<file path="config.mk">
export PLATFORM = sky130hd
export DESIGN_NAME = fifo_drain_reader
export DESIGN_NICKNAME = d
export VERILOG_FILES = /design/src/rtl/fifo_drain_reader.sv
export SDC_FILE = /design/constraint.sdc
export NUM_CORES = 1
export LEC_CHECK = 0
export ABC_AREA = 1
export CAP_MARGIN = 15
export CORE_ASPECT_RATIO = 0.7
export CORE_MARGIN = 10
export CORE_UTILIZATION = 70
export CTS_BUF_LIST = sky130_fd_sc_hd__clkbuf_4 sky130_fd_sc_hd__clkbuf_8
export DETAILED_ROUTE_END_ITERATION = 8
export DONT_BUFFER_PORTS = 1
export PLACE_DENSITY = 0.95
export REMOVE_ABC_BUFFERS = 1
export SLEW_MARGIN = 40
export SYNTH_ARGS = -nofsm -noshare
export SYNTH_HDL_FRONTEND = slang
export SYNTH_SLANG_ARGS = --single-unit
export TNS_END_PERCENT = 50
</file>
<file path="constraint.sdc">
create_clock -name clk -period 5.19 [get_ports clk]
set_input_delay 0.2595 -clock clk [delete_from_list [all_inputs] [get_ports clk]]
set_output_delay 0.2595 -clock clk [all_outputs]
set_load 0.01 [all_outputs]
</file>
<file path="src/rtl/fifo_drain_reader.sv">
// rtl/fifo_drain_reader.sv - FIFO read-side controller producing a valid/ready stream
module fifo_drain_reader #(
    parameter int DATA_WIDTH = 8,
    parameter int CNT_WIDTH  = 16
) (
    input  logic                  clk,
    input  logic                  rst_n,
    input  logic                  en,
    input  logic                  fifo_empty,
    input  logic [DATA_WIDTH-1:0] fifo_dout,
    output logic                  fifo_ren,
    output logic                  m_valid,
    input  logic                  m_ready,
    output logic [DATA_WIDTH-1:0] m_data,
    output logic [CNT_WIDTH-1:0]  rd_count,
    output logic                  busy
);

    typedef enum logic [1:0] {
        IDLE = 2'd0,
        RD   = 2'd1,
        CAP  = 2'd2
    } state_t;

    state_t                r_state;
    state_t                w_state_next;
    logic                  w_ren_next;
    logic                  r_fifo_ren;
    logic [1:0]            r_occ;
    logic [DATA_WIDTH-1:0] r_buf0;
    logic [DATA_WIDTH-1:0] r_buf1;
    logic [CNT_WIDTH-1:0]  r_rd_count;
    logic                  w_push;
    logic                  w_pop;

    // CAP always returns to IDLE so the next decision sees empty after the last read
    always_comb begin
        w_state_next = r_state;
        w_ren_next   = 1'b0;
        case (r_state)
            IDLE: begin
                if (en && !fifo_empty && (r_occ < 2'd2)) begin
                    w_state_next = RD;
                    w_ren_next   = 1'b1;
                end
            end
            RD:      w_state_next = CAP;
            CAP:     w_state_next = IDLE;
            default: w_state_next = IDLE;
        endcase
    end

    always_ff @(posedge clk or negedge rst_n) begin
        if (!rst_n) begin
            r_state    <= IDLE;
            r_fifo_ren <= 1'b0;
        end else begin
            r_state    <= w_state_next;
            r_fifo_ren <= w_ren_next;
        end
    end

    assign w_push = (r_state == CAP);
    assign w_pop  = (r_occ != 2'd0) && m_ready;

    // r_buf0 is the head; a simultaneous push and pop keeps occupancy and order
    always_ff @(posedge clk or negedge rst_n) begin
        if (!rst_n) begin
            r_occ      <= 2'd0;
            r_buf0     <= '0;
            r_buf1     <= '0;
            r_rd_count <= '0;
        end else begin
            if (w_push) begin
                r_rd_count <= r_rd_count + 1'b1;
            end
            if (w_push && w_pop) begin
                if (r_occ == 2'd1) begin
                    r_buf0 <= fifo_dout;
                end else begin
                    r_buf0 <= r_buf1;
                    r_buf1 <= fifo_dout;
                end
            end else if (w_push) begin
                if (r_occ == 2'd0) begin
                    r_buf0 <= fifo_dout;
                end else begin
                    r_buf1 <= fifo_dout;
                end
                r_occ <= r_occ + 2'd1;
            end else if (w_pop) begin
                r_buf0 <= r_buf1;
                r_occ  <= r_occ - 2'd1;
            end
        end
    end

    assign fifo_ren = r_fifo_ren;
    assign m_valid  = (r_occ != 2'd0);
    assign m_data   = r_buf0;
    assign rd_count = r_rd_count;
    assign busy     = (r_state != IDLE);

endmodule
</file>
==> metrics.cfg, run 1 <==
[timing]
relSlewSlack_pct=73.6
worst_clock_skew_ps=6.05
finalSetupTns_ps=0
hold_viol_final=0
fin_ws_ps=3070
period_needed_ps=2120
fin_crit_sh_pct=40.8
slew_viol_final=0
rsz0062_at_grt=false
hold-worst-slack_ps=44.2
setup_viol=0
clock.fmax_mhz=472
tightestPinTransition_ps=394

[clock_network]
htreeDepth=2
cts_root_buf=clkbuf_8
cts_hold_buf=2
post_cts_resized=0
cts.clk_slew.worst_paths_ps=60
postCtsSetupBuffers=0
cts_buffers=5
tritoncts=built
clk_latency_ps=290
cts.sinks=37
cts_buffer_depth=2

[floorplan]
die-area_sq_um=5010
core_area_sq_um=2460
fp-row-count=15
start_util_pct=72.8
io_pins=40
die_w_microns=80.5
die_y_microns=62.3

[pwr]
p_sw_share_pct=36.0
leakagePower_nw=0.988
p_total_mw=0.855
power.density_nw_per_um2=444
power.internal_mw=0.548
seqPwrFrac_pct=53.0
clkPwrFrac_pct=22.8
combPwrFrac_pct=24.3
p_switching_mw=0.308
power.ir.vdd_worst_mv=0.300

[layout]
fin_cells=241
fin_nets=223
area_growth_pct=7.62
n_antenna_cell=0
drive_gt1_share_pct=9.18

[synth]
syn_avg_cell_area_sq_um=9.00
synth_edf_count=0
yosysWarnings=0
async_flop_share_pct=100
ys_top_cells_by_count=65 x nand2_1, 37 x dfrtp_1, 26 x inv_1, 10 x nor2_1
synth_most_common_cell=nand2_1
yosysUniqueCellTypes=23
yosys_register_bits=37
ys.flop_type=dfrtp_1
ys_seq_area_share_pct=51.7
syn-cell-area_sq_um=1790
synthTopCellsByArea=dfrtp_1 52%, nand2_1 14%, inv_1 5.5%, o211ai_1 3.4%, xnor2_1 2.9%
synth_top_area_share_pct=51.7
yosys.area.top_type=dfrtp_1
netlist_instances=199

[setup_path]
worstSetupPathType=flip-flop to flip-flop
required_ps=5360
crit_fanout=16
critPathLaunchType=flip-flop
cp.arrival_ps=2280
end_kind=flip-flop

[placement]
dp.cells=231
dp_hpwl_mm=2.67
gp_congestion=0.809
numPortBuffers=0
post-place-ws_ps=3080

[global_routing]
grt_pass1_wl_mm=5.99
track_usage_pct=15.1
grt_max_degree=38
met3_usage_pct=6.75
grt_overflow=0
top_usage_layer=met2
grt_util_met2_pct=23.3
first_global_vias=1301
antenna_found_initial=0
grt_util_met1_pct=17.6

[min_path]
min_path_type=input pin to flip-flop

[drt]
num_vias=1307
drt_iter0_drc=92
via_per_inst=5.42
drc_errors=0
firstDrtPassIters=4
ant_nets=0
wl_per_cell_microns=14.7
routed_wl_mm=3.54

[status]
status=finished, final reports clean

[job]
drv_cap=0

through the flow:
stage	cell area (sq um)	utilization, %
after CTS	1930	78.4
after floorplan	1770	-
after global routing	1930	78.4
final	1930	78.4
after detailed placement	1810	73.6
after global placement	1810	73.6
cell usage in the layout (no fill, tap or decap), drive strengths merged, types with 5 or more instances in the layout:
| cell | n |
|---|---|
| inv | 29 |
| xor2 | 6 |
| clkbuf | 6 |
| nand3 | 7 |
| nor3 | 5 |
| o21ai | 9 |
| dfrtp | 37 |
| nor2 | 12 |
| o211ai | 9 |
| xnor2 | 6 |
| nand2 | 67 |
logic make-up after synthesis:
| group | count (synthesis) | synth area share (%) |
|---|---|---|
| AND/OR/NAND/NOR | 96 | 24.3 |
| flip-flops | 37 | 51.7 |
| buffers and inverters | 31 | 7.34 |
| AO/OA/AOI/OAI | 19 | 7.97 |
| XOR/XNOR | 12 | 5.87 |
| adder cells (fa/ha/maj) | 4 | 2.80 |
state kept, by name, summed over array words and instances (netlist names):
register	flops
rd_count	16
m_data	8
r_buf1	8
r_occ	2
r_state	2
fifo_ren	1
worst paths after layout:
path                            start           end  slack (ps)  depth (start not counted)
setup reg to reg             r_occ[0]     m_data[4]        3070                         11
max in group asynchronous       rst_n   rd_count[3]        4570                          2
hold reg to reg             r_buf1[2]     r_buf1[2]         490                          2
setup / recovery             r_occ[0]     m_data[4]        3070                         11
min in group asynchronous       rst_n  rd_count[10]         430                          2
hold / removal             fifo_empty      fifo_ren          40                          1
worst max-delay path, cell delays in order (launching register included):
cell and delay (ps):
dfrtp_1 400, inv_1 60, ha_1 200, inv_1 190
nand2_1 130, inv_1 80, ha_1 270, nand2_1 180
o21ai_4 200, nand2_1 110, o211ai_1 110, nand2_1 80
final cells by class:
cell class                      instances  area (sq um)
Sequential cell                        37           926
Multi-Input combinational cell        131           733
Fill cell                             174           532
Inverter                               29           109
Clock buffer                            6          76.3
Tap cell                               34          42.5
Timing Repair Buffer                    2          30.0
Clock inverter                          2          10.0
routing by layer:
layer | part of all wire [%] | up-vias
met3 | 9.4 | 7
met4 | 1.6 | 0
li1 | - | 639
met5 | 0 | -
met1 | 42 | 624
met2 | 47 | 37
power by group through the flow:
stage	sequential (mW)	combinational [mW]	clock (mW)
after floorplan	0.440	0.163	0
after global placement	0.454	0.184	0
after detailed placement	0.459	0.201	0
after CTS	0.454	0.211	0.200
after global routing	0.465	0.242	0.210
final	0.453	0.208	0.195
(Power assumes the default switching activity.)
==> run 2: changes to the inputs <==
- ABC_AREA: 1 -> 0
- CORE_UTILIZATION: 70 -> 65
- PLACE_DENSITY: 0.95 -> 0.91
- clock period: 5.19 -> 2.19 ns (I/O delays scaled with it)
==> run 2 against run 1 <==
Sequential power increased to 2.5 times the previous value. Worst setup slack got worse by 2900 ps. Clock skew decreased by 1.1 ps. Hold slack improved by 150 ps. Final cell count decreased by 22%.
==> metrics.cfg, run 2 <==
[synth]
async_flop_share_pct=100
yosysWarnings=0
synth_most_common_cell=dfrtp_1
ys_top_cells_by_count=37 x dfrtp_1, 13 x xnor2_1, 11 x nor2_1, 9 x mux2_2, 9 x nand2_1
syn-cell-area_sq_um=1640
yosys.area.top_type=dfrtp_1
synth_edf_count=0
ys_seq_area_share_pct=56.5
yosys_register_bits=37
syn_avg_cell_area_sq_um=12.2
yosysUniqueCellTypes=25
synth_top_area_share_pct=56.5
synthTopCellsByArea=dfrtp_1 56%, xnor2_1 6.9%, mux2_2 6.2%, mux2i_1 4.9%, ha_1 3.1%
ys.flop_type=dfrtp_1
netlist_instances=134

[timing]
relSlewSlack_pct=65.9
period_needed_ps=2040
tightestPinTransition_ps=512
fin_ws_ps=149
fin_crit_sh_pct=93.2
worst_clock_skew_ps=4.98
slew_viol_final=0
rsz0062_at_grt=false
setup_viol=0
hold_viol_final=0
clock.fmax_mhz=490

[clock_network]
cts_root_buf=clkbuf_4
cts_buffers=5
cts_buffer_depth=2
tritoncts=built
cts.clk_slew.worst_paths_ps=100
clk_latency_ps=340
cts.sinks=37
htreeDepth=2

[global_routing]
grt_overflow=0
top_usage_layer=met2
grt_util_met1_pct=15.7
antenna_found_initial=0
grt_util_met2_pct=28.1
met3_usage_pct=6.61
grt_max_degree=38
grt_pass1_wl_mm=5.84
track_usage_pct=15.7
first_global_vias=1173

[drt]
drt_iter0_drc=79
drc_errors=0
firstDrtPassIters=6
routed_wl_mm=3.63
num_vias=1068
ant_nets=0
wl_per_cell_microns=19.4
via_per_inst=5.71

[floorplan]
io_pins=40
die_w_microns=80.0
core_area_sq_um=2440
die_y_microns=62.0
fp-row-count=15
start_util_pct=67.2
die-area_sq_um=4960

[placement]
dp_hpwl_mm=2.45
dp.cells=166
post-place-ws_ps=69.3
gp_congestion=0.734
numPortBuffers=0

[setup_path]
end_kind=flip-flop
critPathLaunchType=flip-flop
critPathMaxStageDelay_ps=420
critical-path-slowest-cell=dfrtp_1
path_delay_family=multiplexers
crit_chain=inv_1 > ha_1 > nor2b_2 > ha_2 > mux2i_4 > buf_12 > mux2i_1 > a21oi_1
cp_num_buf_inv=2
required_ps=2390
cp.arrival_ps=2240
crit_fanout=8
worstSetupPathType=flip-flop to flip-flop

[layout]
drive_gt1_share_pct=15.7
layout_commonest_cell=dfrtp_1
fin_cells=187
num-fill-cells=158
area_growth_pct=15.4
fin_nets=170
largest_reg_flops=16
n_antenna_cell=0
final_cell_mix=37 x dfrtp_1, 13 x xnor2_1, 12 x dlygate4sd3_1

[min_path]
min_path_type=input pin to asynchronous set/reset pin

[job]
drv_cap=0

[status]
status=finished, final reports clean

[pwr]
leakagePower_nw=0.892
power.ir.vdd_worst_mv=0.726
power.density_nw_per_um2=1140

## run 2: stage by stage
step	cell area, sq um	power, mW	util, %	TNS (ps)	hold WS (ps)
after floorplan	1620	1.55	-	-919	-186
after global placement	1670	1.65	68.4	0	-185
after detailed placement	1670	1.72	68.4	0	-185
after CTS	1870	2.12	76.5	0	196
after global routing	1890	2.32	77.5	0	207
final	1890	2.16	77.5	0	199
## run 2: logic make-up (layout without fill, tap and decap cells)
| group | after synthesis | in the layout | share of synthesized area (%) |
|---|---|---|---|
| simple gates | 41 | 41 | 13.0 |
| flops | 37 | 37 | 56.5 |
| compound gates | 11 | 11 | 3.97 |
| mux | 18 | 18 | 12.4 |
| xor+xnor | 17 | 17 | 9.08 |
| buf+inv | 6 | 25 | 1.98 |
| fa+ha+maj | 4 | 4 | 3.05 |
## run 2: path summary, 6_finish.rpt
path,cells after the start,startpoint,slack [ps],to
min,2,rst_n,200,rd_count[4]
min reg2reg,1,r_occ[0],510,r_occ[0]
max in group asynchronous,2,rst_n,1810,m_data[0]
min in group clk,3,m_ready,200,r_occ[0]
max,8,r_occ[1],150,m_data[3]
max reg2reg,8,r_occ[1],150,m_data[3]
## run 2: final cells by class
cell class / instances / area (sq um) / area share, %
Multi-Input combinational cell: 91 / 686 / 36.2
Inverter: 3 / 11.3 / 0.595
Timing Repair Buffer: 15 / 168 / 8.86
Tap cell: 34 / 42.5 / 2.25
Sequential cell: 37 / 926 / 48.9
Clock buffer: 7 / 58.8 / 3.11
## run 2: report_power, final
part | total (mW) | internal [mW] | switching, mW
Clock | 0.375 | 0.164 | 0.211
Sequential | 1.15 | 0.900 | 0.249
Combinational | 0.640 | 0.311 | 0.329
Total | 2.16 | 1.37 | 0.789
## run 2: metal layers
metal / part of all wire, % / vias to the layer above
met2: 52 / 29
met4: 3.2 / 0
met5: 0 / -
met3: 7.7 / 13
met1: 37 / 520
li1: - / 506
## run 2: timing repair
item / CTS / global route
endpoints found under the hold margin: 55 / 0
buffers inserted: 0 / 1
endpoints found under the setup margin: 0 / 8
gates resized for setup: 0 / 2
hold buffers: 13 / 0
==> run 3: changes to the inputs <==
- SETUP_SLACK_MARGIN: default -> 0.15
==> run 3 against run 2 <==
Clock power up 2%. Register-to-register slack better by 70 ps. Non-clock buffer count up 3.
==> metrics.cfg, run 3 (synthesized netlist as in run 2, its figures left out) <==
[layout]
layout_commonest_cell=dfrtp_1
fin_cells=190
n_antenna_cell=0
final_cell_mix=37 x dfrtp_1, 13 x xnor2_1, 12 x dlygate4sd3_1
area_growth_pct=17.6
fin_nets=173
largest_reg_flops=16
drive_gt1_share_pct=17.9

[floorplan]
io_pins=40
die-area_sq_um=4960
core_area_sq_um=2440
die_y_microns=62.0
fp-row-count=15
die_w_microns=80.0
start_util_pct=67.2

[drt]
firstDrtPassIters=5
num_vias=1101
routed_wl_mm=3.71
drt_iter0_drc=78
ant_nets=0
top_layer=met4
wl_met2_mm=1.97
drc_errors=0
wl_per_cell_microns=19.5
via_per_inst=5.79
wirelength_met1_mm=1.38
dr_wl_met3_microns=288

[placement]
dp_hpwl_mm=2.45
numPortBuffers=0
gp_congestion=0.734
dp.cells=166

[global_routing]
grt_max_degree=38
first_global_vias=1178
track_usage_pct=15.7
antenna_found_initial=0
grt_overflow=0
grt_pass1_wl_mm=5.87

[timing]
hold_viol_final=0
tightestPinTransition_ps=502
worst_clock_skew_ps=8.61
fin_crit_sh_pct=90.1
setup_viol=0
relSlewSlack_pct=66.5
slew_viol_final=0
rsz0062_at_grt=false
clock.fmax_mhz=507
period_needed_ps=1970

[setup_path]
cp_num_buf_inv=2
worstSetupPathType=flip-flop to flip-flop
critPathMaxStageDelay_ps=400
crit_chain=inv_1 > ha_1 > nor2b_2 > ha_4 > buf_4 > o211ai_4 > mux2_2
cp.arrival_ps=2210
r2r_start=r_occ[1]
critical-path-slowest-cell=dfrtp_1
path_delay_family=adder cells
crit_fanout=8
required_ps=2430
cp-startpoint=r_occ[1]
end_kind=flip-flop
critPathLaunchType=flip-flop

[clock_network]
cts_root_buf=clkbuf_4
htreeDepth=2
cts_buffers=5
cts.sinks=37
cts.clk_slew.worst_paths_ps=110
clk_latency_ps=350
tritoncts=built
cts_buffer_depth=2

[job]
drv_cap=0

[pwr]
power.ir.vdd_worst_mv=0.731
p_total_mw=2.21
power.density_nw_per_um2=1150
leakagePower_nw=0.900

[min_path]
min_path_type=input pin to asynchronous set/reset pin

[status]
status=finished, final reports clean

run 3: timing repair:
action                                  CTS  global route
hold buffers                             13             0
endpoints found under the setup margin    8            16
cloned                                    0             0
setup buffers                             2             2
resized for setup                         0             6
endpoints found under the hold margin    55             0
run 3: cell type report:
type	count	area (sq um)
inverters	3	11.3
well taps	34	42.5
flip-flops and latches	37	926
repair buffers	18	181
fillers	151	512
multi-input cells	91	708
clock buffers	7	58.8
run 3: final timing paths:
kind / to / slack [ps] / cells past startpoint
min: r_occ[1] / 200 / 2
min in group clk: r_occ[0] / 210 / 3
max in group asynchronous: m_data[0] / 1820 / 2
max reg2reg: r_buf1[2] / 220 / 7
max: r_buf1[2] / 220 / 7
min reg2reg: r_buf1[1] / 520 / 1
run 3: where the power goes:
part | internal (mW) | switching [mW]
Sequential | 0.900 | 0.246
Clock | 0.164 | 0.220
Combinational | 0.333 | 0.349
Total | 1.40 | 0.814
run 3: through the flow:
step	setup TNS, ps	area [sq um]	hold WS, ps	setup WS, ps	util (%)
finish	0	1930	195	218	79.0
CTS	0	1880	196	157	77.1
global placement	0	1670	-185	212	68.4
detailed placement	0	1670	-185	69.3	68.4
floorplan	-919	1620	-186	-115	-
global route	0	1930	203	93.0	79.0
run 3: worst register-to-register path, stage by stage (launching register included):
cell,delay [ps]
dfrtp_1,400
inv_1,110
ha_1,230
nor2b_2,80
ha_4,180
buf_4,140
o211ai_4,320
mux2_2,390
run 3: routing by layer:
metal,GRT usage [%],up-vias
li1,-,512
met2,28.5,32
met1,15.7,546
met5,0,-
met3,6.61,11
met4,7.50,0
